`src/rtl/serial_seq_tx.sv`:
```
// serial_seq_tx: latches a WIDTH-bit pattern on a start handshake and
// shifts it out MSB-first, one bit per clock, optionally repeating it
// back-to-back repeat_n extra times, then pulses done for one cycle.
// Every output comes straight from a flop.
module serial_seq_tx #(
  parameter int WIDTH = 8,
  parameter int RPT_W = 4
) (
  input  logic             sys_clk,
  input  logic             sys_rst_n,
  input  logic             start,
  input  logic             abort,
  input  logic [WIDTH-1:0] pattern,
  input  logic [RPT_W-1:0] repeat_n,
  output logic             ready,
  output logic             out,
  output logic             out_valid,
  output logic             done
);

  localparam int CNT_W = (WIDTH > 2) ? $clog2(WIDTH) : 1;
  localparam logic [CNT_W-1:0] CNT_LAST = CNT_W'(WIDTH - 1);

  typedef enum logic [1:0] {
    S_IDLE  = 2'd0,
    S_SHIFT = 2'd1,
    S_DONE  = 2'd2
  } state_t;

  state_t           state_q, state_d;
  logic [WIDTH-1:0] shift_q, shift_d;
  logic [WIDTH-1:0] hold_q,  hold_d;
  logic [CNT_W-1:0] cnt_q,   cnt_d;
  logic [RPT_W-1:0] rpt_q,   rpt_d;
  logic             ready_q, ready_d;
  logic             valid_q, valid_d;
  logic             done_q,  done_d;

  // The serial bit is the shift register MSB; the register is zeroed
  // whenever no pattern bit is being presented so out idles low.
  assign out       = shift_q[WIDTH-1];
  assign ready     = ready_q;
  assign out_valid = valid_q;
  assign done      = done_q;

  // Next-state and next-output computation for the transmit FSM.
  always_comb begin
    state_d = state_q;
    shift_d = shift_q;
    hold_d  = hold_q;
    cnt_d   = cnt_q;
    rpt_d   = rpt_q;
    ready_d = 1'b0;
    valid_d = 1'b0;
    done_d  = 1'b0;

    case (state_q)
      S_IDLE: begin
        if (start && !abort) begin
          state_d = S_SHIFT;
          shift_d = pattern;
          hold_d  = pattern;
          rpt_d   = repeat_n;
          cnt_d   = {CNT_W{1'b0}};
          valid_d = 1'b1;
        end else begin
          ready_d = 1'b1;
          shift_d = {WIDTH{1'b0}};
        end
      end

      S_SHIFT: begin
        if (abort) begin
          state_d = S_IDLE;
          shift_d = {WIDTH{1'b0}};
          cnt_d   = {CNT_W{1'b0}};
          rpt_d   = {RPT_W{1'b0}};
          ready_d = 1'b1;
        end else if (cnt_q == CNT_LAST) begin
          cnt_d = {CNT_W{1'b0}};
          if (rpt_q != {RPT_W{1'b0}}) begin
            // Reload for the next repetition with no gap bit.
            rpt_d   = rpt_q - RPT_W'(1);
            shift_d = hold_q;
            valid_d = 1'b1;
          end else begin
            state_d = S_DONE;
            shift_d = {WIDTH{1'b0}};
            done_d  = 1'b1;
          end
        end else begin
          shift_d = {shift_q[WIDTH-2:0], 1'b0};
          cnt_d   = cnt_q + CNT_W'(1);
          valid_d = 1'b1;
        end
      end

      S_DONE: begin
        // Single-cycle state; start here is dropped, abort changes nothing.
        state_d = S_IDLE;
        shift_d = {WIDTH{1'b0}};
        ready_d = 1'b1;
      end

      default: begin
        state_d = S_IDLE;
        shift_d = {WIDTH{1'b0}};
        cnt_d   = {CNT_W{1'b0}};
        rpt_d   = {RPT_W{1'b0}};
        ready_d = 1'b1;
      end
    endcase
  end

  // State and output registers with asynchronous active-low reset.
  always_ff @(posedge sys_clk or negedge sys_rst_n) begin
    if (!sys_rst_n) begin
      state_q <= S_IDLE;
      shift_q <= {WIDTH{1'b0}};
      hold_q  <= {WIDTH{1'b0}};
      cnt_q   <= {CNT_W{1'b0}};
      rpt_q   <= {RPT_W{1'b0}};
      ready_q <= 1'b1;
      valid_q <= 1'b0;
      done_q  <= 1'b0;
    end else begin
      state_q <= state_d;
      shift_q <= shift_d;
      hold_q  <= hold_d;
      cnt_q   <= cnt_d;
      rpt_q   <= rpt_d;
      ready_q <= ready_d;
      valid_q <= valid_d;
      done_q  <= done_d;
    end
  end

endmodule
```
`config.mk`:
```
export PLATFORM = sky130hd
export DESIGN_NAME = serial_seq_tx
export DESIGN_NICKNAME = d
export VERILOG_FILES = /design/src/rtl/serial_seq_tx.sv
export SDC_FILE = /design/constraint.sdc
export NUM_CORES = 1
export LEC_CHECK = 0
export BUFFER_PORTS_ARGS = -buffer_cell sky130_fd_sc_hd__buf_4
export CORE_MARGIN = 5
export CORE_UTILIZATION = 49
export DETAILED_ROUTE_END_ITERATION = 16
export GPL_ROUTABILITY_DRIVEN = 0
export PLACE_DENSITY = 0.73
export SKIP_LAST_GASP = 1
export SLEW_MARGIN = 20
export SYNTH_ARGS = -nofsm -noshare
export SYNTH_HDL_FRONTEND = slang
export SYNTH_SLANG_ARGS = --single-unit
```
`constraint.sdc`:
```
create_clock -name sys_clk -period 1.75 [get_ports sys_clk]
set_input_delay 0.175 -clock sys_clk [delete_from_list [all_inputs] [get_ports sys_clk]]
set_output_delay 0.175 -clock sys_clk [all_outputs]
set_load 0.05 [all_outputs]
```
==> reports/results.txt, run 1 <==
DP Wirelength - 1791 um
Clock Skews - 5.149 ps
antenna cells - 0
Hold Path Stages - 2
r2r startpoint - rpt_q[0]$_DFFE_PN0P_
Die H - 61.11 um
switching pwr - 0.0004162 W
grt total ovfl - 0
hold wc startpoint - pattern[3]
post-route ant nets - 0
count of cell types in the netlist - 33
Die ar. - 3734 um2
CP Max Fanout - 6
r2r endpoint - rpt_q[2]$_DFFE_PN0P_
Final #Nets - 146
type of the tightest min-delay check - primary input to register
Final min period - 1686 ps
# fillers - 217
Num CTS Buffers - 3
drt wl/cell - 15.90 um
met2 WL - 1255 um
drt drc - 0
Synth Flop Type - dfrtp_1
Power Density - 954.9 nW/um2
clock buffer depth - 2
# rows - 18
Worst Reg-to-Reg Cells - 6
H-tree depth - 1
antenna violations before repair - 0
most frequent cells in the layout - dfrtp_1 (27), buf_4 (23), a22o_1 (10)
Sw Ratio - 0.2894
setup violators final - 0
Cell Int Power - 0.001022 W
Comb pwr share - 0.229
Period Utilization, post-route - 0.9635
drt pass-1 iters - 4
critical path startpoint category - register
area grow syn2layout - 17.69%
maximum operating frequency - 0.5931 GHz
fraction of registers with async set/reset - 1.000
Max VDD drop - 0.6739 mV
Core Region - 2477 um2
slew margin rel. - 0.7132
routed wl met3 - 111 um
vias in the first global route - 910
Sink Count - 28
synth warn - 0
largest net degree at the start of global routing - 29
Vias per Instance - 5.690
Slew Viols, Final - 0
Clock Latency Late Sink - 330 ps
top sig layer - met4
share of cells above drive strength 1 - 0.2880
syn avg cell area - 12.67 um2
drt total wl - 2465 um
leakage power - 0.7701 nW
Reg2Reg Setup Slack - 60 ps
Slew @ Worst Pin - 430.2 ps
overall routing resource usage - 0.1531
Iteration-0 DRC Markers - 41
Crit path required time - 1970 ps
outcome - complete, no violations
Max-Cap Viols - 0
critical path data arrival time - 1910 ps
Syn Nets - 121
final hold violation count - 0
EDFF count, synth - 0
Hold Path Sink - hold_q[3]$_DFFE_PN0P_
Sum Neg Setup Slack - 0 ps
clock transition at the registers of the reported paths - 150 ps
first-pass GRT wire length - 4188 um
Port Buffers - 19
clock network fraction of total power - 0.218
CTS tree - done
commonest non-fill, non-tap cell in the layout - dfrtp_1
DRT met1 WL - 1061 um
sequential share of power - 0.553
crit end category - register
sequential element share of the synthesized area - 0.5484
Via Count - 882
synthesized instance count - 101
Die Width - 61.11 um
Seq cells post-synth - 28
Initial Util - 0.5167
setup repair after global routing missed its margin - true
CTS Root Cell - clkbuf_4
Cell Area, Synth - 1280 um2
final core occ - 0.6081
Worst Path Class, Setup - register to register
# IOs - 20
-- state kept, by name, indices dropped and copies added, names as in the netlist --
name / flops
shift_q: 8
out_valid: 1
ready: 1
cnt_q: 3
rpt_q: 4
done: 1
hold_q: 8
state_q: 2
-- cell type report --
type                            count  area (um2)  share of cell area
Inverter                            4       15.01            0.009967
Timing Repair Buffer               24       182.7              0.1213
Tap cell                           30       37.54             0.02492
Sequential cell                    28       701.9              0.4659
Multi-Input combinational cell     65       533.0              0.3538
Clock buffer                        4       36.28             0.02409
-- synthesized netlist by cell type (2+ instances only) --
cell type	n	share of area
dfrtp_1	27	0.53
a22o_1	10	0.068
mux2_1	8	0.070
a21o_1	7	0.041
and3_1	4	0.020
ha_1	4	0.039
nor2_1	4	0.012
a21oi_1	3	0.012
inv_1	3	0.0088
o21ai_0	3	0.012
a22oi_1	2	0.012
buf_6	2	0.018
nor3_1	2	0.0078
o21ai_1	2	0.0078
or2_1	2	0.0098
-- timing repair --
action,CTS,global route
gates resized for setup,1,1
endpoints found under the hold margin,27,0
setup buffers,0,1
setup endpoints to repair,1,5
pin swaps,0,1
hold buffers,1,0
-- cells by family after synthesis --
kind of cell	count (synthesis)	synth area share
muxes	8	0.07038
buffers and inverters	8	0.03909
AOI/OAI and AO/OA	33	0.1994
and+or+nand+nor	20	0.1036
DFF	28	0.5484
adders and majority gates	4	0.03910
-- per-layer routing --
layer  vias to the layer above  global-route usage
li1                        423                   -
met2                        21              0.2628
met1                       434              0.1872
met5                         -                   0
met4                         0             0.05882
met3                         4             0.03354
-- metrics by stage --
stage                     setup WS [ps]  hold WS [ps]  std cells  area (um2)  total power, W
after CTS                         21.91         48.16        154        1495        0.001451
after global routing             -22.85         35.69        155        1506        0.001532
after detailed placement          6.943         113.1        149        1448        0.001128
final                             63.93         63.86        155        1506        0.001438
after global placement            63.09         109.0        149        1448        0.001111
after floorplan                   87.54        -120.6        101        1280        0.001016
-- worst max-delay path, cell delays in order (launching register included) --
cell	delay, ps
dfrtp_1	420
inv_1	120
ha_1	170
or3b_4	400
a21oi_4	210
or3_4	190
o22ai_2	80
-- power groups by stage --
stage,clock (W),combinational (W),sequential [W]
floorplan,0,0.000203,0.000813
global placement,0,0.000310,0.000802
detailed placement,0,0.000320,0.000809
CTS,0.000332,0.000324,0.000795
global route,0.000357,0.000368,0.000808
finish,0.000314,0.000329,0.000795
-- worst max-delay path by stage --
stage,startpoint,slack [ps],depth (start not counted),end
finish,rpt_q[0]$_DFFE_PN0P_,60,6,rpt_q[2]$_DFFE_PN0P_
CTS,rpt_q[0]$_DFFE_PN0P_,20,5,shift_q[0]$_DFF_PN0_
global route,rpt_q[0]$_DFFE_PN0P_,-20,6,rpt_q[2]$_DFFE_PN0P_
floorplan,rpt_q[0]$_DFFE_PN0P_,90,6,shift_q[0]$_DFF_PN0_
detailed placement,rpt_q[0]$_DFFE_PN0P_,7,5,shift_q[0]$_DFF_PN0_
global placement,rpt_q[0]$_DFFE_PN0P_,60,5,shift_q[0]$_DFF_PN0_
Note: power is estimated with default switching activity, not from simulation.
==> run 2: changes to the inputs <==
--- a/config.mk
+++ b/config.mk
@@ -5,12 +5,13 @@
 export SDC_FILE = /design/constraint.sdc
 export NUM_CORES = 1
 export LEC_CHECK = 0
-export BUFFER_PORTS_ARGS = -buffer_cell sky130_fd_sc_hd__buf_4
 export CORE_MARGIN = 5
-export CORE_UTILIZATION = 49
+export CORE_UTILIZATION = 54
+export CTS_CLUSTER_SIZE = 20
 export DETAILED_ROUTE_END_ITERATION = 16
+export DONT_BUFFER_PORTS = 1
 export GPL_ROUTABILITY_DRIVEN = 0
-export PLACE_DENSITY = 0.73
+export PLACE_DENSITY = 0.72
 export SKIP_LAST_GASP = 1
 export SLEW_MARGIN = 20
 export SYNTH_ARGS = -nofsm -noshare
==> reports/results.txt, run 2 (synthesized netlist as in run 1, its figures left out) <==
first-pass GRT wire length - 3953 um (was 4188 um)
Crit path required time - 1970 ps (about the same)
crit-path cells - inv_1 > ha_1 > or3b_4 > and3_2 > a22o_1 (was inv_1 > ha_1 > or3b_4 > a21oi_4 > or3_4 > o22ai_2)
drt total wl - 2288 um (was 2465 um)
DP Wirelength - 1600 um (was 1791 um)
Core Region - 2233 um2 (was 2477 um2)
Die H - 58.69 um (was 61.11 um)
commonest non-fill, non-tap cell in the layout - dfrtp_1 (unchanged)
crit end category - register (unchanged)
share of cells above drive strength 1 - 0.1404 (was 0.2880)
largest net degree at the start of global routing - 29 (unchanged)
Post-DP Area - 1303 um2 (was 1448 um2)
Die Width - 58.69 um (was 61.11 um)
Initial Util - 0.5731 (was 0.5167)
setup ws final - 54.62 ps (was 63.93 ps)
outcome - complete, no violations (unchanged)
Largest regs - hold_q x8, shift_q x8, rpt_q x4 (unchanged)
drt wl/cell - 16.11 um (was 15.90 um)
Die ar. - 3444 um2 (was 3734 um2)
Via Count - 840 (was 882)
worst slack, placed - 37.14 ps (was 6.943 ps)
Period Utilization, post-route - 0.9688 (was 0.9635)
grt total ovfl - 0 (unchanged)
overall routing resource usage - 0.1516 (was 0.1531)
Slowest-stage cell, CP - dfrtp_1 (unchanged)
leakage power - 0.7107 nW (was 0.7701 nW)
antenna violations before repair - 0 (unchanged)
clock buffer depth - 2 (unchanged)
Iteration-0 DRC Markers - 24 (was 41)
Max VDD drop - 0.6256 mV (was 0.6739 mV)
# rows - 17 (was 18)
most frequent cells in the layout - dfrtp_1 (27), a22o_1 (10), dlygate4sd3_1 (9) (was dfrtp_1 (27), buf_4 (23), a22o_1 (10))
Num CTS Buffers - 3 (unchanged)
setup violators final - 0 (unchanged)
slew margin rel. - 0.5589 (was 0.7132)
Min Hold Slack - 46.33 ps (was 63.86 ps)
Worst Reg-to-Reg Cells - 5 (was 6)
area grow syn2layout - 12.51% (was 17.69%)
drt pass-1 iters - 4 (unchanged)
Final #Nets - 135 (was 146)
critical path's largest stage delay - 410 ps (was 420 ps)
CP Max Fanout - 8 (was 6)
post-route ant nets - 0 (unchanged)
final core occ - 0.6448 (was 0.6081)
H-tree depth - 1 (unchanged)
Setup Buffers After CTS - 0 (unchanged)
maximum operating frequency - 0.5898 GHz (was 0.5931 GHz)
Final min period - 1695 ps (was 1686 ps)
Clock Skews - 5.224 ps (was 5.149 ps)
Slew Viols, Final - 0 (unchanged)
Clock Latency Late Sink - 310 ps (was 330 ps)
Sum Neg Setup Slack - 0 ps (unchanged)
vias in the first global route - 894 (was 910)
critical path startpoint category - register (unchanged)
antenna cells - 0 (unchanged)
drt drc - 0 (unchanged)
CTS tree - done (unchanged)
Worst Path Class, Setup - register to register (unchanged)
critical path data arrival time - 1910 ps (about the same)
Power Density - 945.1 nW/um2 (was 954.9 nW/um2)
CTS Root Cell - clkbuf_4 (unchanged)
clock transition at the registers of the reported paths - 130 ps (was 150 ps)
Hold Path Stages - 2 (unchanged)
type of the tightest min-delay check - primary input to register (unchanged)
# fillers - 175 (was 217)
final hold violation count - 0 (unchanged)
Slew @ Worst Pin - 661.7 ps (was 430.2 ps)
Vias per Instance - 5.915 (was 5.690)
setup repair after global routing missed its margin - true (unchanged)
fin area - 1440 um2 (was 1506 um2)
Sink Count - 28 (unchanged)
Port Buffers - 0 (was 19)
Max-Cap Viols - 0 (unchanged)
# IOs - 20 (unchanged)
[run 2: cell count changes in the layout (fill, tap and decap cells not counted)]
cell,delta
buf_4,-20
buf_12,+1
and3_4,-1
dlygate4sd3_1,+8
and3_2,+1
clkbuf_8,-1
clkbuf_1,+1
[run 2: layout make-up]
class | instances | area, um2 | share of cell area
sequential | 28 | 701.9 | 0.4874
multi-input combinational | 65 | 529.3 | 0.3675
timing repair buffer | 13 | 132.6 | 0.09209
tap | 28 | 35.03 | 0.02433
inverter | 4 | 15.01 | 0.01043
clock buffer | 4 | 26.28 | 0.01825
[run 2: where the power goes]
part	internal, W	leakage (nW)	switching [W]	total, W
combinational	0.000142	0.339	0.000142	0.000284
clock	0.0000891	0.0150	0.000172	0.000261
sequential	0.000738	0.357	0.0000784	0.000816
[run 2: final timing paths]
path	slack (ps)	end	from
worst max-delay path	50	shift_q[0]$_DFF_PN0_	rpt_q[1]$_DFFE_PN0P_
worst max register to register	50	shift_q[0]$_DFF_PN0_	rpt_q[1]$_DFFE_PN0P_
max in group asynchronous	1240	ready$_DFF_PN1_	sys_rst_n
worst min register to register	490	shift_q[2]$_DFF_PN0_	hold_q[2]$_DFFE_PN0P_
worst min-delay path	50	rpt_q[3]$_DFFE_PN0P_	repeat_n[3]
min in group asynchronous	290	hold_q[7]$_DFFE_PN0P_	sys_rst_n
[run 2: through the flow]
| step | cells | power (W) |
|---|---|---|
| final | 142 | 0.001361 |
| after floorplan | 101 | 0.001016 |
| after CTS | 142 | 0.001373 |
| after detailed placement | 128 | 0.001078 |
| after global placement | 128 | 0.001069 |
| after global routing | 142 | 0.001443 |
[run 2: metal layers]
layer	vias to the layer above	GRT usage	part of all wire
met2	18	0.2616	0.50
met4	0	0.05825	0.0061
li1	399	-	-
met5	-	0	0
met3	2	0.01974	0.038
met1	421	0.1932	0.45
[run 2: worst max-delay path: cells and delay by family (launching register included)]
kind | cells | cell delay (ps)
AOI/OAI and AO/OA | 1 | 240
adders and majority gates | 1 | 160
buffers and inverters | 1 | 110
and+or+nand+nor | 2 | 680
DFF | 1 | 410
[run 2: what timing repair did]
item                       in CTS  in global routing
hold buffers                   10                  0
hold endpoints to repair       37                  0
setup endpoints to repair       0                  2
gates resized for setup         0                  1
